### src/rtl/shift_cmd_queue.sv
// Command FIFO in front of the combinational barrel_shifter, plus the result
// register that carries shifter output downstream over valid/ready.
module shift_cmd_queue #(
  parameter int DEPTH = 4
) (
  input  logic                       clk,
  input  logic                       rst,
  input  logic                       in_valid,
  output logic                       in_ready,
  input  logic [7:0]                 in_data,
  input  logic [2:0]                 in_amt,
  input  logic [2:0]                 in_op,
  output logic [7:0]                 sh_data_in,
  output logic [2:0]                 sh_shift_amt,
  output logic [2:0]                 sh_op_code,
  input  logic [7:0]                 sh_data_out,
  output logic                       out_valid,
  input  logic                       out_ready,
  output logic [7:0]                 out_data,
  output logic [2:0]                 out_op,
  output logic                       out_err,
  output logic [$clog2(DEPTH):0]     count
);

  localparam int AW = $clog2(DEPTH);
  localparam int CW = AW + 1;

  logic [7:0]    mem_data [DEPTH];
  logic [2:0]    mem_amt  [DEPTH];
  logic [2:0]    mem_op   [DEPTH];
  logic [AW-1:0] wr_ptr;
  logic [AW-1:0] rd_ptr;
  logic          push;
  logic          pop;
  logic          not_empty;
  logic          head_legal;

  assign not_empty  = (count != '0);
  assign in_ready   = (count != CW'(DEPTH));
  assign push       = in_valid && in_ready;
  assign pop        = not_empty && (!out_valid || out_ready);
  assign head_legal = (sh_op_code <= 3'd4);

  // Head is masked to zero when empty so the shifter sees a quiet input.
  always_comb begin
    sh_data_in   = '0;
    sh_shift_amt = '0;
    sh_op_code   = '0;
    if (not_empty) begin
      sh_data_in   = mem_data[rd_ptr];
      sh_shift_amt = mem_amt[rd_ptr];
      sh_op_code   = mem_op[rd_ptr];
    end
  end

  always_ff @(posedge clk) begin
    if (push) begin
      mem_data[wr_ptr] <= in_data;
      mem_amt[wr_ptr]  <= in_amt;
      mem_op[wr_ptr]   <= in_op;
    end
  end

  always_ff @(posedge clk) begin
    if (rst) begin
      wr_ptr <= '0;
      rd_ptr <= '0;
      count  <= '0;
    end else begin
      if (push) wr_ptr <= wr_ptr + AW'(1);
      if (pop)  rd_ptr <= rd_ptr + AW'(1);
      unique case ({push, pop})
        2'b10:   count <= count + CW'(1);
        2'b01:   count <= count - CW'(1);
        default: count <= count;
      endcase
    end
  end

  always_ff @(posedge clk) begin
    if (rst) begin
      out_valid <= 1'b0;
      out_data  <= '0;
      out_op    <= '0;
      out_err   <= 1'b0;
    end else if (pop) begin
      out_valid <= 1'b1;
      out_op    <= sh_op_code;
      out_data  <= head_legal ? sh_data_out : 8'h00;
      out_err   <= !head_legal;
    end else if (out_valid && out_ready) begin
      out_valid <= 1'b0;
    end
  end

endmodule

### config.mk
export PLATFORM = sky130hd
export DESIGN_NAME = shift_cmd_queue
export DESIGN_NICKNAME = d
export VERILOG_FILES = /design/src/rtl/shift_cmd_queue.sv
export SDC_FILE = /design/constraint.sdc
export NUM_CORES = 1
export LEC_CHECK = 0
export CAP_MARGIN = 20
export CORE_ASPECT_RATIO = 0.75
export CORE_MARGIN = 8
export CORE_UTILIZATION = 26
export DETAILED_ROUTE_END_ITERATION = 10
export PLACE_DENSITY_LB_ADDON = 0.12
export RECOVER_POWER = 25
export SLEW_MARGIN = 20
export SYNTH_ARGS = -nofsm -noshare
export SYNTH_HDL_FRONTEND = slang
export SYNTH_SLANG_ARGS = --single-unit
### constraint.sdc
create_clock -name clk -period 3.3 [get_ports clk]
set_input_delay 0.66 -clock clk [delete_from_list [all_inputs] [get_ports clk]]
set_output_delay 0.66 -clock clk [all_outputs]
set_load 0.01 [all_outputs]
==> results.sh <==
export IMPL_max_slew_worst_pin_slew_ps=698
export IMPL_yosysSeqAreaShare_pct=65.4
export IMPL_arrival_ps=2340
export IMPL_cp_slowest_cell="dfxtp_1"
export IMPL_rows=35
export IMPL_netlist_area_sq_um=3250
export IMPL_p_int_uw=2520
export IMPL_die_area_sq_um=16400
export IMPL_cts_resized=0
export IMPL_dp_cells=440
export IMPL_skew_ps=8.70
export IMPL_yosys_area_share_simple_pct=11.5
export IMPL_die_h_um=113
export IMPL_io_pins=57
export IMPL_clock_fmax_ghz=0.333
export IMPL_cp_start_kind="flop"
export IMPL_worstSetupPathType="reg2out"
export IMPL_maxSlewHeadroom_pct=53.3
export IMPL_finalSetupTns_ps=0
export IMPL_hp_class="reg2reg"
export IMPL_final_nets=317
export IMPL_first_global_vias=2114
export IMPL_postCtsSetupBuffers=0
export IMPL_place_gp_congestion=0.658
export IMPL_rsz0062_at_grt="false"
export IMPL_yosys_area_share_adder_pct=2.54
export IMPL_worst_r2r_endpoint="count[2]$_SDFFE_PP0P_"
export IMPL_worstSetupEndpoint="sh_op_code[0]"
export IMPL_pre_cts_slack_ps=581
export IMPL_cts_buffers=9
export IMPL_maxCapViolCount=0
export IMPL_finalNonFillerCells=456
export IMPL_avgSynthCellArea_sq_um=14.6
export IMPL_slowest_delay_ps=590
export IMPL_ff2ff_path_depth=9
export IMPL_synth_cells=222
export IMPL_r2r_start="count[1]$_SDFFE_PP0P_"
export IMPL_first_pass_iters=4
export IMPL_start_util_pct=26.6
export IMPL_cts_tree="built"
export IMPL_hold_violations=0
export IMPL_ant_nets=0
export IMPL_core_sq_um=12200
export IMPL_ir_drop_uv=367
export IMPL_portBuffers=56
export IMPL_fin_crit_ps=3000
export IMPL_p_sw_share_pct=30.7
export IMPL_drt_total_wl_um=7340
export IMPL_multi_input_area_sq_um=1030
export IMPL_clock_path_buffers=2
export IMPL_grt_pass1_wl_um=11800
export IMPL_synth_compound_area_share_pct=7.13
export IMPL_post_drt_wl_per_cell_um=16.1
export IMPL_seqCellArea_sq_um=2120
export IMPL_yosys_warnings=0
export IMPL_die_w_um=145
export IMPL_vias_per_cell=4.43
export IMPL_ctsHtreeMaxLevel=3
export IMPL_grt_use_total_pct=9.38
export IMPL_drc_errors=0
export IMPL_clock_sinks=78
export IMPL_root_buffer="clkbuf_16"
export IMPL_cts_hold_buf=0
export IMPL_synth_cell_type_count=29
export IMPL_nFillCells=1169
export IMPL_seqPwrFrac_pct=35.9
export IMPL_setup_viol=0
export IMPL_synth_top_family_by_area="simple AND/OR/NAND/NOR gates"
export IMPL_power_density_nw_per_um2=837
export IMPL_p_leak_uw=0.00146
export IMPL_n_antenna_cell=0
export IMPL_drt_iter0_drc=85
export IMPL_cp_end_kind="output pin"
export IMPL_synthMuxAreaShare_pct=9.71
export IMPL_hpwl_um=4970
export IMPL_layout_setup_ws_ps=301
export IMPL_drv_slew=0
export IMPL_vias=2018
export IMPL_power_frac_comb_pct=37.3
export IMPL_grt_max_degree=25
export IMPL_drive_gt1_share_pct=15.2
export IMPL_switching_power_uw=1120
export IMPL_status="finished clean"
export IMPL_ys_seq_elements=78
export IMPL_clkTransAtPathRegs_ps=60
export IMPL_clockPowerShare_pct=26.8
export IMPL_overflow=0
export IMPL_synth_xor_area_share_pct=0.539
export IMPL_ff2ff_setup_slack_ps=890
export IMPL_insertion_delay_ps=330
export IMPL_crit_required_ps=2640
export IMPL_synth_nets=254
export IMPL_critical_path_max_fanout=9
export IMPL_path_cells="buf_12 -> mux4_2 -> and2_1 -> clkdlybuf4s50_1"
export IMPL_antenna_found_initial=0
export IMPL_period_share_pct=90.9
export IMPL_area_growth_pct=33.8
[area by class of cell]
class,count,area share (%)
sequential,78,48.8
tap,166,4.78
multi-input combinational,121,23.6
clock buffer,10,5.50
clock inverter,6,1.41
timing repair buffer,68,15.3
inverter,7,0.605
[critical path: cells and delay by family, from the launching register on]
family | cells | cell delay, ps
AND/OR/NAND/NOR | 1 | 180
flip-flops | 1 | 590
buffers and inverters | 2 | 690
multiplexers | 1 | 550
[synthesized netlist by cell type]
cell | count | share of area [%]
o2111ai_1 | 1 | 0.27
a21oi_1 | 12 | 1.8
dfxtp_1 | 22 | 14
or4_1 | 9 | 2.1
a21o_1 | 2 | 0.46
clkbuf_1 | 10 | 1.2
o21ai_0 | 14 | 2.2
or2_1 | 1 | 0.19
edfxtp_1 | 56 | 52
nand3_1 | 6 | 0.92
buf_2 | 2 | 0.31
buf_6 | 2 | 0.69
mux4_2 | 14 | 9.7
ha_1 | 5 | 1.9
and2_1 | 14 | 2.7
or3b_2 | 1 | 0.27
nor3_1 | 1 | 0.15
o31ai_1 | 1 | 0.23
fa_1 | 1 | 0.62
nor2b_1 | 9 | 1.7
nand2_1 | 2 | 0.23
nor2_1 | 3 | 0.35
xor2_1 | 2 | 0.54
buf_1 | 2 | 0.23
inv_1 | 7 | 0.81
nand2b_1 | 9 | 1.7
o311ai_1 | 8 | 2.2
and3_1 | 4 | 0.77
or3_1 | 2 | 0.39
[registers in the layout (all words and copies together), names as in the netlist, named ones only]
register	cells
out_data	8
out_err	1
mem_op	12
mem_amt	12
out_op	3
count	3
rd_ptr	2
out_valid	1
wr_ptr	2
mem_data	32
[stage by stage]
stage	total power [uW]	cell area (sq um)	utilization (%)	hold slack, ps
after floorplan	2060	3250	-	453
after global placement	2730	4050	33.1	471
after detailed placement	2720	4050	33.1	476
after CTS	3720	4350	35.6	484
after global routing	3870	4350	35.6	503
final	3640	4350	35.6	480
[kinds of logic after synthesis]
logic type / after synthesis
DFF: 78
and+or+nand+nor: 61
AOI/OAI and AO/OA: 38
buffers and inverters: 23
muxes: 14
adders and majority gates: 6
xor gates and xnor gates: 2
[per-layer routing]
layer,track usage (%),share of wire (%),vias to the layer above
li1,-,-,969
met1,11.1,45,1010
met2,15.3,50,31
met3,3.63,3.5,8
met4,3.35,1.3,0
met5,0,0,-
[power groups by stage]
stage | combinational (uW) | clock, uW | sequential, uW
2_1_floorplan | 746 | 0 | 1320
3_3_place_gp | 1400 | 0 | 1330
3_5_place_dp | 1400 | 0 | 1330
4_1_cts | 1400 | 1010 | 1310
5_1_grt | 1500 | 1050 | 1320
6_report | 1360 | 975 | 1300
[how the worst min path moves through the flow]
stage | startpoint | endpoint | slack, ps | cells after the start
floorplan | rd_ptr[1]$_SDFFE_PP0P_ | flop | 450 | 2
global route | rd_ptr[1]$_SDFFE_PP0P_ | flop | 500 | 2
CTS | out_op[2]$_SDFFE_PP0P_ | out_op[2]$_SDFFE_PP0P_ | 480 | 2
global placement | rd_ptr[1]$_SDFFE_PP0P_ | rd_ptr[1]$_SDFFE_PP0P_ | 470 | 2
finish | rd_ptr[1]$_SDFFE_PP0P_ | flop | 480 | 2
detailed placement | out_op[2]$_SDFFE_PP0P_ | out_op[2]$_SDFFE_PP0P_ | 480 | 2
[placed cells by master, fill, tap and decap left out, drive strengths merged]
| cell type | n |
|---|---|
| clkinvlp | 1 |
| dlygate4sd3 | 11 |
| nand2 | 2 |
| dfxtp | 22 |
| or3b | 1 |
| ha | 5 |
| inv | 7 |
| clkinv | 4 |
| a21o | 2 |
| mux4 | 14 |
| nor2 | 3 |
| o31ai | 1 |
| fa | 1 |
| a21oi | 12 |
| or4 | 9 |
| or3 | 2 |
| or2 | 1 |
| nor2b | 9 |
| nand3 | 6 |
| xor2 | 2 |
| clkdlybuf4s50 | 45 |
| bufinv | 1 |
| nor3 | 1 |
| o21ai | 14 |
| and2 | 14 |
| o311ai | 8 |
| clkbuf | 10 |
| edfxtp | 56 |
| and3 | 4 |
| buf | 12 |
| o2111ai | 1 |
| nand2b | 9 |
(Power assumes the default switching activity.)
==> patch 1, RTL diff (same settings) <==
Reset style: asynchronous (`rst`), changed in 2 clocked blocks.
--- a/src/rtl/shift_cmd_queue.sv
+++ b/src/rtl/shift_cmd_queue.sv
@@ -63,3 +63,3 @@
 
-  always_ff @(posedge clk) begin
+  always_ff @(posedge clk or posedge rst) begin
     if (rst) begin
@@ -79,3 +79,3 @@
 
-  always_ff @(posedge clk) begin
+  always_ff @(posedge clk or posedge rst) begin
     if (rst) begin
Check against the original RTL: differs if rst is asserted again (counterexample within 4 cycles, from zero or initial values and one cycle with rst high); with rst held inactive, the same outputs for 10 cycles.
==> patch 1 against the original RTL <==
  * Via count decreased by 19%
  * Die area decreased by 4.7%
  * Power increased by 5.5%
  * Final area decreased by 5.2%
  * Sequential cell count decreased by 2
  * Setup slack improved by 0.038 ns
  * Maximum frequency increased by 1.3%
  * Synthesized area decreased by 5.3%
  * Critical path depth unchanged
  * Routed wire length decreased by 11%
  * Clock power decreased by 10%
  * Sequential share of layout area increased by 4.2 points
  * First-iteration DRC count unchanged
==> patch 1: results (changes against the original RTL) <==
- Status: completed
- The number of buffers added on ports came to 56 (unchanged).
- Stage delay of the slowest cell on the critical path: 0.65 ns (+0.06 ns)
- The slowest stage of the critical path is the sky130_fd_sc_hd__or3_1 cell.
- The xor/xnor cell area share of the yosys netlist was 1.71% (+1.2 points).
* Lkg Pwr: 1.47 nW (+0.97%)
- The number of synthesized flops with an enable pin was 56 (unchanged).
- Maximum fanout along the worst path: 13 (+4)
- The global-route wire length before repair was 10500 um (-11%).
- The half-perimeter wire length of the detailed placement result was 4630 um (-6.7%).
- Number of cells on the worst hold path: 1 (-1)
- The first-iteration detailed-routing DRC count was 85 (unchanged).
* Clock-pin slew of the registers on the worst-case setup and hold paths: 0.06 ns (about the same)
- After synthesis, the largest family of logic cells by area is multiplexers.
- Cell Area, Placed: 3850 sq um (-4.9%)
* Worst-case reg-to-reg path depth: 9 (unchanged)
- The commonest cells after synthesis are sky130_fd_sc_hd__edfxtp_1, sky130_fd_sc_hd__dfrtp_1, sky130_fd_sc_hd__and2_1.
* Post-synthesis share of cell area spent on full adders, half adders and majority gates: 2.69% (+0.14 points)
- Path category of the worst min-delay check: flip-flop to flip-flop
- The global placement routability congestion is 0.661 (+0.40%).
- The post-layout net count came to 264 (-17%).
* Maximum number of pins on one net before global-route repair: 21 (-16%)
- The number of buffers created by CTS came to 9 (unchanged).
- Peak VDD IR: 279 uV (-24%)
- The layout filler cell count came to 1135 (-2.9%).
* Synth area leaders: sky130_fd_sc_hd__edfxtp_1, sky130_fd_sc_hd__dfrtp_1, sky130_fd_sc_hd__mux4_2, sky130_fd_sc_hd__and2_1, sky130_fd_sc_hd__mux4_1
- Yosys warns: 0 (unchanged)
* Skew final: 0.00400 ns (-0.00470 ns)
* Number of distinct library cell variants in the gate-level netlist after synthesis: 25 (-14%)
- The share of final-layout standard cells stronger than drive strength 1 is 16.0% (+0.86 points).
* Post-Syn Nets: 199 (-22%)
* Via count: 1630 (-19%)
- The slew at the pin closest to its max-slew limit was 0.793 ns (+0.0947 ns).
- Clock root buffer: sky130_fd_sc_hd__clkbuf_16
- Yosys top cell area share: 54.7% (+2.9 points)
- The detailed-route wire length per cell was 16.3 um (+1.2%).
- Mux contribution to synthesized area: 12.9% (+3.2 points)
- Area fraction in compound gates after synthesis: 2.52% (-4.6 points)
- The H-tree level count came to 3 (unchanged).
- Async S/R FF share, synth: 26.3% (+26 points)
* Data arrival time of the worst path: 2.30 ns (-0.04 ns)
- Setup tns final: 0 ns (unchanged)
- The total track usage is 9.01% (-0.37 points).
- The register area share after synthesis is 71.0% (+5.6 points).
- Worst setup timing slack at the placement stage: 0.516 ns (-0.0650 ns)
- The number of global-route vias before repair is 1874 (-11%).
==> patch 1: cell types whose count changed in the layout (fill, tap and decap cells not counted), sizes merged, moves of 9 or more <==
cell and change:
nor2b -9, dfxtp -22, o21ai -14, dfrtp +20
a21oi -12, or4 -9
==> patch 1: logic make-up (layout without fill, tap and decap cells) <==
group | Yosys count | count (layout)
adders and majority gates | 6 | 6
buffers and inverters | 16 | 86
muxes | 20 | 20
xor gates and xnor gates | 6 | 6
AOI/OAI and AO/OA | 9 | 9
DFF | 76 | 76
and+or+nand+nor | 34 | 34
==> patch 1: report_power, final <==
part	total [mW]	leakage, nW	internal [mW]	switching (mW)
Sequential	1.44	0.753	1.30	0.142
Combinational	1.52	0.597	0.854	0.666
Clock	0.875	0.121	0.502	0.372
==> patch 1: worst paths after layout <==
check | startpoint | end | slack, ns
setup / recovery | count[0] | sh_data_in[7] | 0.34
hold / removal | out_data[7] | out_data[7] | 0.49
setup reg to reg | count[0] | count[2] | 0.81
hold reg to reg | out_data[7] | out_data[7] | 0.49
max in group asynchronous | rst | out_data[3] | 2.02
min in group asynchronous | rst | count[0] | 0.78
==> patch 1: layer usage <==
layer  share of wire (%)  global-route usage [%]  up-vias
met4                 1.2                    3.44        0
met5                   0                       0        -
met3                 3.9                    3.31        5
met1                  46                    10.9      829
li1                    -                       -      768
met2                  49                    14.7       28
==> patch 1: worst max-delay path: cells and delay by family (launching register included) <==
kind	cells	cell delay [ns]
simple gates	2	0.81
flops	1	0.42
buf+inv	2	0.74
==> patch 1: cell type report <==
cell class	instances	area [sq um]	area share, %
Sequential cell	76	2180	53.0
Multi-Input combinational cell	75	816	19.8
Clock buffer	9	225	5.47
Inverter	8	30.0	0.729
Tap cell	162	203	4.92
Timing Repair Buffer	62	618	15.0
Clock inverter	7	43.8	1.06
==> patch 1: metrics by stage <==
step	hold WS [ns]	total power, mW	cells
CTS	0.491	3.93	399
detailed placement	0.479	3.04	383
floorplan	0.522	2.29	167
finish	0.485	3.84	399
global route	0.512	4.09	399
global placement	0.474	3.04	383
==> patch 2, RTL diff (config.mk and constraints unchanged) <==
Made on the original files. Change the parameter `DEPTH` from 4 to 2.
--- a/src/rtl/shift_cmd_queue.sv
+++ b/src/rtl/shift_cmd_queue.sv
@@ -3,3 +3,3 @@
 module shift_cmd_queue #(
-  parameter int DEPTH = 4
+  parameter int DEPTH = 2
 ) (
Interface: changed (resized count); port bits go from 57 to 56. No check against the original RTL was run, so the function may have changed too.
==> patch 2 against the original RTL <==
  * Sequential power decreased by 40%
  * Largest cell class unchanged
  * Synthesized area decreased by 43%
  * Final area decreased by 41%
  * Critical path type unchanged
  * Power decreased by 45%
  * Largest power group unchanged
  * Sequential cell count decreased by 32
  * Critical path depth increased by 1
  * Setup slack improved by 0.44 ns
  * Routed wire length decreased by 40%
==> patch 2: results (changes against the original RTL) <==
- Sequential share of cell area: 46.8% (-2.1 points)
- The layout filler cell count was 670 (-43%).
- Reg-to-Reg Start: count[0]
- The number of different library cells in the post-synthesis netlist is 34 (+17%).
* Worst max-slew margin expressed relative to the limit: 52.2% (-1.1 points)
* Number of signal-net inverters in the final layout: 10 (+3)
- The highest attainable clock frequency is 0.390 GHz (+17%).
* Hold Crit Start: out_op[1]
- # Taps: 84 (-49%)
- The maximum VDD drop came to 253 uV (-31%).
- The number of nets in the synthesized netlist is 173 (-32%).
- Data arrival time of the worst path: 1.90 ns (-0.44 ns)
- Status: completed
- Total Routed Length: 4410 um (-40%)
- Per-cell routed wire length: 15.4 um (-4.4%)
- Cell with the largest stage delay on the worst path: sky130_fd_sc_hd__clkdlybuf4s50_1
- Clock root buffer: sky130_fd_sc_hd__clkbuf_8
- Clock-pin slew of the registers on the worst-case setup and hold paths: 0.08 ns (+0.02 ns)
- Synth area leaders: sky130_fd_sc_hd__edfxtp_1, sky130_fd_sc_hd__dfxtp_1, sky130_fd_sc_hd__mux2i_1, sky130_fd_sc_hd__o32ai_1, sky130_fd_sc_hd__nor2_1
* Clock buffer count in the final layout: 7 (-3)
- The half-perimeter wire length of the detailed placement result is 3220 um (-35%).
* Count of buffers from port buffering: 55 (-1.8%)
- The number of combinational gates with multiple inputs is 81 (-33%).
- Detailed-route vias per instance: 4.57 (+3.3%)
* CTS Buf Count: 5 (-4)
- Non-clock buffer count in the final layout: 57 (-16%)
* Placer congestion estimate: 0.728 (+11%)
* Register area share after synthesis: 65.4% (+0.083 points)
* Worst-case reg-to-reg path depth: 6 (-3)
* R2R Path End: count[1]
- The detailed-routed wire length on met2 is 2120 um (-42%).
* Maximum fanout along the worst path: 16 (+7)
- The delay contributed by the slowest stage of the critical path was 0.51 ns (-0.08 ns).
- The count of placed standard cells including taps is 278 (-37%).
- Cell Area, Placed: 2460 sq um (-39%)
## patch 2: cell count changes in the layout (fill, tap and decap cells not counted), moves of 11 or more
cell	delta
sky130_fd_sc_hd__mux2i_1	+13
sky130_fd_sc_hd__o21ai_0	-11
sky130_fd_sc_hd__nor2_1	+13
sky130_fd_sc_hd__edfxtp_1	-28
sky130_fd_sc_hd__mux4_2	-14
sky130_fd_sc_hd__and2_1	-14
## patch 2: kinds of logic (layout without fill, tap and decap cells)
family	count (synthesis)	after routing	synth area share, %
flops	46	46	65.4
simple gates	38	38	11.0
compound gates	27	27	10.3
buf+inv	19	75	4.57
mux	13	13	7.09
xor+xnor	2	2	0.955
fa+ha+maj	1	1	0.682
## patch 2: routing by layer
metal | vias up | track usage (%)
met4 | 0 | 3.98
met2 | 38 | 14.6
met5 | - | 0
met3 | 5 | 3.07
met1 | 618 | 11.2
li1 | 646 | -
